[config.mk]
export PLATFORM = sky130hd
export DESIGN_NAME = elevator_sim_driver
export DESIGN_NICKNAME = d
export VERILOG_FILES = /design/src/rtl/elevator_pkg.sv /design/src/rtl/tick_prescaler.sv /design/src/rtl/elevator_sim_driver.sv
export SDC_FILE = /design/constraint.sdc
export NUM_CORES = 1
export LEC_CHECK = 0
export BUFFER_PORTS_ARGS = -buffer_cell sky130_fd_sc_hd__clkbuf_2
export CORE_MARGIN = 10
export CORE_UTILIZATION = 36
export DETAILED_ROUTE_END_ITERATION = 8
export GPL_TIMING_DRIVEN = 0
export PLACE_DENSITY = 0.52
export SETUP_SLACK_MARGIN = 0.4
export SLEW_MARGIN = 20
export SYNTH_ARGS = -nofsm -noshare
export SYNTH_HDL_FRONTEND = slang
export SYNTH_SLANG_ARGS = --single-unit
[constraint.sdc]
create_clock -name clk -period 3.7 [get_ports clk]
set_input_delay 0.74 -clock clk [delete_from_list [all_inputs] [get_ports clk]]
set_output_delay 0.74 -clock clk [all_outputs]
set_load 0.005 [all_outputs]
[src/rtl/elevator_pkg.sv]
// Shared types and helpers for the elevator stimulus engine and its display consumer.
package elevator_pkg;

  typedef enum logic [1:0] {
    IDLE  = 2'b00,
    UP    = 2'b01,
    DOWN  = 2'b10,
    DOORS = 2'b11
  } sim_state_t;

  typedef enum logic {
    DIR_UP   = 1'b0,
    DIR_DOWN = 1'b1
  } dir_t;

  // Upper bound on FLOORS supported by the pending-mask helpers.
  localparam int MAX_FLOORS = 32;

  function automatic logic pending_above(input logic [MAX_FLOORS-1:0] mask, input int floor);
    logic hit;
    hit = 1'b0;
    for (int i = 0; i < MAX_FLOORS; i++) begin
      if (i > floor) hit = hit | mask[i];
    end
    return hit;
  endfunction

  function automatic logic pending_below(input logic [MAX_FLOORS-1:0] mask, input int floor);
    logic hit;
    hit = 1'b0;
    for (int i = 0; i < MAX_FLOORS; i++) begin
      if (i < floor) hit = hit | mask[i];
    end
    return hit;
  endfunction

endpackage

[src/rtl/tick_prescaler.sv]
// Free-running divider; tick is high during the cycle the count wraps DIV-1 -> 0.
module tick_prescaler #(
  parameter int DIV = 25_000_000
) (
  input  logic clk,
  input  logic rst,
  input  logic en,
  output logic tick
);

  localparam int CW = (DIV > 2) ? $clog2(DIV) : 1;

  logic [CW-1:0] r_cnt;
  logic          w_wrap;

  assign w_wrap = (r_cnt == CW'(DIV - 1));
  assign tick   = en && w_wrap;

  always_ff @(posedge clk or negedge rst) begin
    if (!rst) begin
      r_cnt <= '0;
    end else if (en) begin
      r_cnt <= w_wrap ? '0 : r_cnt + CW'(1);
    end
  end

endmodule

[src/rtl/elevator_sim_driver.sv]
// Simulated elevator car: accepts floor requests, moves one floor per tick with SCAN
// ordering, and optionally reloads a demo request pattern whenever the car goes idle.
module elevator_sim_driver #(
  parameter int          FLOORS       = 8,
  parameter int          TICK_DIV     = 25_000_000,
  parameter int          DOOR_TICKS   = 3,
  parameter logic [31:0] DEMO_PATTERN = 32'b1010_1010,
  localparam int         FW           = $clog2(FLOORS)
) (
  input  logic              clk,
  input  logic              rst,
  input  logic              en,
  input  logic              demo_mode,
  input  logic              req_valid,
  input  logic [FW-1:0]     req_floor,
  output logic              req_ready,
  output logic              req_err,
  output logic [FLOORS-1:0] destination,
  output logic [FW-1:0]     cur_floor,
  output logic [1:0]        sim_state,
  output logic              tick
);
  import elevator_pkg::*;

  localparam int DW = $clog2(DOOR_TICKS + 1);

  sim_state_t        r_state;
  dir_t              r_last_dir;
  logic [FW-1:0]     r_cur;
  logic [FLOORS-1:0] r_dest;
  logic [DW-1:0]     r_door;
  logic              r_tick;
  logic              r_err;

  logic              w_tick;
  logic              w_acc, w_bad, w_ok, w_same;
  logic [FLOORS-1:0] w_req_mask, w_dest_req, w_dest_next;
  logic              w_up, w_dn, w_step, w_move, w_move_up, w_arrive, w_demo;
  logic              w_go_same, w_go_opp;
  logic [FW-1:0]     w_next_floor;

  tick_prescaler #(.DIV(TICK_DIV)) u_prescaler (
    .clk  (clk),
    .rst  (rst),
    .en   (en),
    .tick (w_tick)
  );

  assign req_ready = rst;

  assign w_acc  = req_valid && req_ready;
  assign w_bad  = w_acc && (32'(req_floor) >= 32'(FLOORS));
  assign w_ok   = w_acc && !w_bad;
  // A request for the floor the car is parked at just (re)opens the doors.
  assign w_same = w_ok && (req_floor == r_cur) && (r_state == IDLE || r_state == DOORS);

  assign w_req_mask = (w_ok && !w_same) ? (FLOORS'(1) << req_floor) : '0;
  assign w_dest_req = r_dest | w_req_mask;

  assign w_up = pending_above(32'(r_dest), int'(r_cur));
  assign w_dn = pending_below(32'(r_dest), int'(r_cur));

  assign w_step       = w_tick && !w_same;
  assign w_move       = w_step && (r_state == UP || r_state == DOWN || (r_state == IDLE && (w_up || w_dn)));
  assign w_move_up    = (r_state == IDLE) ? w_up : (r_state == UP);
  assign w_next_floor = w_move_up ? r_cur + FW'(1) : r_cur - FW'(1);
  assign w_arrive     = w_move && w_dest_req[w_next_floor];
  assign w_demo       = w_step && (r_state == IDLE) && !w_up && !w_dn && demo_mode;

  assign w_go_same = (r_last_dir == DIR_UP) ? w_up : w_dn;
  assign w_go_opp  = (r_last_dir == DIR_UP) ? w_dn : w_up;

  always_comb begin
    w_dest_next = w_dest_req;
    if (w_demo) begin
      w_dest_next = (DEMO_PATTERN[FLOORS-1:0] & ~(FLOORS'(1) << r_cur)) | w_req_mask;
    end else if (w_arrive) begin
      w_dest_next = w_dest_req & ~(FLOORS'(1) << w_next_floor);
    end
  end

  always_ff @(posedge clk or negedge rst) begin
    if (!rst) begin
      r_state    <= IDLE;
      r_last_dir <= DIR_UP;
      r_cur      <= '0;
      r_dest     <= '0;
      r_door     <= '0;
      r_tick     <= 1'b0;
      r_err      <= 1'b0;
    end else begin
      r_tick <= w_tick;
      r_err  <= w_bad;
      r_dest <= w_dest_next;
      if (w_same) begin
        r_state <= DOORS;
        r_door  <= DW'(DOOR_TICKS);
      end else if (w_step) begin
        case (r_state)
          IDLE, UP, DOWN: begin
            if (w_move) begin
              r_cur      <= w_next_floor;
              r_last_dir <= w_move_up ? DIR_UP : DIR_DOWN;
              if (w_arrive) begin
                r_state <= DOORS;
                r_door  <= DW'(DOOR_TICKS);
              end else begin
                r_state <= w_move_up ? UP : DOWN;
              end
            end
          end
          DOORS: begin
            if (r_door > DW'(1)) begin
              r_door <= r_door - DW'(1);
            end else begin
              // Departure tick only picks the direction; the car moves on the next tick.
              r_door <= '0;
              if (w_go_same) begin
                r_state <= (r_last_dir == DIR_UP) ? UP : DOWN;
              end else if (w_go_opp) begin
                r_state    <= (r_last_dir == DIR_UP) ? DOWN : UP;
                r_last_dir <= (r_last_dir == DIR_UP) ? DIR_DOWN : DIR_UP;
              end else begin
                r_state <= IDLE;
              end
            end
          end
          default: r_state <= IDLE;
        endcase
      end
    end
  end

  always @(posedge clk) begin
    if (rst) begin
      assert (32'(r_cur) < 32'(FLOORS));
      if (w_move) assert (w_move_up ? (32'(r_cur) < 32'(FLOORS - 1)) : (r_cur != '0));
    end
  end

  assign destination = r_dest;
  assign cur_floor   = r_cur;
  assign sim_state   = r_state;
  assign tick        = r_tick;
  assign req_err     = r_err;

endmodule

==> impl_metrics.json <==
{
  "most-common-layout-cells": "dfrtp_1, nor2_1, nand2_1, clkbuf_2, nand3_1",
  "crit_start": "rst",
  "dp.cells": 436,
  "vias": 2446,
  "drt_first_pass_iters": 4,
  "syn_area_um2": 2860,
  "pin_count": 24,
  "nFillCells": 784,
  "finalMaxSlewViolations": 0,
  "ys_ff_latch": 42,
  "routed.top_layer": "met4",
  "final_common_cell": "dfrtp_1",
  "r2r_start": "cur_floor[0]",
  "wl_met3_um": 355,
  "clkLatencyLatePin_ps": 300,
  "holdBufCountCts": 0,
  "final_layout_size_suffix_gt1_frac": 0.1491,
  "post_cts.repair.setup_buffers": 0,
  "slew_headroom": 0.3407,
  "crit_top_cell": "mux2i_1",
  "fmax_mhz": 330.5,
  "clk_path_buf_depth": 2,
  "met1_length_um": 3689,
  "yosysUniqueCellTypes": 66,
  "startpoint_type": "primary input",
  "die_y_um": 109.1,
  "setup-tns-final_ps": 0,
  "wl_per_cell_um": 16.39,
  "crit_fanout": 46,
  "core-area_um2": 7727,
  "grt_max_degree": 47,
  "dieArea_um2": 11910,
  "multi_input_area_um2": 1717,
  "synth-main-ff-cell": "dfrtp_1",
  "htreeDepth": 2,
  "synth-edff-count": 0,
  "rows": 32,
  "arrival_ps": 3190,
  "cp.required_ps": 3870,
  "syn_avg_cell_area_um2": 9.138,
  "start_util": 0.3701,
  "finalSetupViolCount": 0,
  "cp_slowest_cell": "buf_4",
  "netlist_instances": 313,
  "clkSinkCount": 42,
  "place.gp.congestion": 0.9098,
  "status": "finished clean",
  "grtUsageTotal": 0.1275,
  "grt_remaining_overflow": 0,
  "finalCriticalPeriod_ps": 3026,
  "nets": 360,
  "antenna_found_initial": 0,
  "slowest_delay_ps": 460,
  "post_cts_resized": 0,
  "routed_via_density": 5.509,
  "ys.warnings.count": 0,
  "postRouteAntennaNets": 0,
  "final.setup_skew_ps": 7.452,
  "area_growth_syn_to_layout_pct": 11.99,
  "grt_first_pass_wirelength_um": 12300,
  "cp_num_buf_inv": 1,
  "hold_class": "primary input to asynchronous set/reset pin",
  "criticalPathCategory": "primary input to register",
  "drtIter0Drc": 113,
  "cts_tree": "built",
  "rsz0062_at_grt": "no",
  "finalCritPeriodShare": 0.8178,
  "port-buffer-count": 21,
  "cp_top_family": "compound AO/OA/AOI/OAI gates",
  "instances_no_fill": 444,
  "cts-root-buf": "clkbuf_8",
  "setup.worst_path.end_class": "register",
  "cp_cell_sequence": "buf_4 -> and3b_1 -> nand4_2 -> a21o_1 -> mux2_2 -> mux2i_1 -> mux2i_1 -> a2111oi_2 -> a211oi_1",
  "diodes": 0,
  "pwr_density_cell_nw_per_um2": 343.0,
  "vdd_drop_max_v": 0.0001592,
  "placed_cell_area_um2": 3095,
  "fp.dieW_um": 109.1,
  "dr_wl_met2_um": 3175,
  "wl_um": 7276,
  "syn-num-nets": 332,
  "seqCellArea_um2": 1051,
  "power_mw": 1.099,
  "hpwl_um": 5390,
  "power.leakage_nw": 1.423,
  "design_area_um2": 3203,
  "synthArstFlopShare": 1.000,
  "drc_errors": 0,
  "grt_pass1_vias": 2378,
  "hold_viol": 0,
  "tightestPinTransition_ps": 979.9,
  "max_cap_viol_count": 0,
  "cts_buffers": 5,
  "clkTransAtPathRegs_ps": 90,
  "synth_seq_area_share": 0.3675
}
cell families (layout without fill, tap and decap cells):
kind of cell / count (synthesis) / in the layout / share of synthesized area
flip-flops: 42 / 42 / 0.3675
AND/OR/NAND/NOR: 130 / 130 / 0.2437
other: 1 / 1 / 0.001311
multiplexers: 8 / 8 / 0.02843
AO/OA/AOI/OAI: 71 / 71 / 0.1890
XOR/XNOR: 27 / 27 / 0.08530
adder cells (fa/ha/maj): 11 / 11 / 0.04812
buffers and inverters: 23 / 52 / 0.03674
synthesized netlist by cell type (7+ instances only):
library cell,n,area share
dfrtp_1,42,0.37
nor2_1,29,0.038
nand2_1,23,0.030
nand3_1,19,0.033
a21oi_1,15,0.026
and3_1,15,0.033
xnor2_1,15,0.046
ha_1,11,0.048
xor2_1,11,0.034
o21ai_0,10,0.017
inv_1,9,0.012
nand4_1,9,0.020
nor3_1,9,0.016
mux2i_1,7,0.024
per-stage QoR:
step                hold WS (ps)  utilization  setup slack [ps]
finish                     432.7       0.4145             674.0
global route               480.2       0.4145             396.5
CTS                        499.8       0.4129             512.6
detailed placement         501.0       0.4006             192.7
global placement           497.0       0.4003            -200.2
floorplan                  444.4            -              1114
report_power, final:
part / internal (mW) / total (mW) / switching [mW] / leakage, nW
Combinational: 0.0967 / 0.214 / 0.117 / 0.856
Clock: 0.155 / 0.327 / 0.173 / 0.0489
Sequential: 0.500 / 0.557 / 0.0572 / 0.518
path summary, 6_finish.rpt:
kind                       depth (start not counted)  slack (ps)              endpoint
min in group clk                                   1         510  u_prescaler.r_cnt[7]
min                                                1         430                  tick
max                                                9         670          sim_state[1]
min reg2reg                                        1         510  u_prescaler.r_cnt[7]
max reg2reg                                       10         670          sim_state[0]
max in group asynchronous                          1        2860          cur_floor[0]
cell type report:
cell class / count / area share
plain buffers: 11 / 0.01875
clock buffers: 7 / 0.02695
clock inverters: 1 / 0.002734
inverters: 12 / 0.01406
multi-input cells: 248 / 0.5359
flip-flops and latches: 42 / 0.3281
well taps: 102 / 0.03984
repair buffers: 21 / 0.03359
metal layers:
| layer | GRT usage | vias up |
|---|---|---|
| met4 | 0.03484 | 0 |
| met1 | 0.1879 | 1194 |
| met2 | 0.1855 | 49 |
| met3 | 0.02183 | 4 |
| met5 | 0 | - |
| li1 | - | 1199 |
registers in the layout, summed over array words and instances (netlist names):
signal and cells:
r_last_dir 1, tick 1, destination 8, sim_state 2
r_door 2, cur_floor 3, u_prescaler.r_cnt 25
Note: power is estimated with default switching activity, not from simulation.
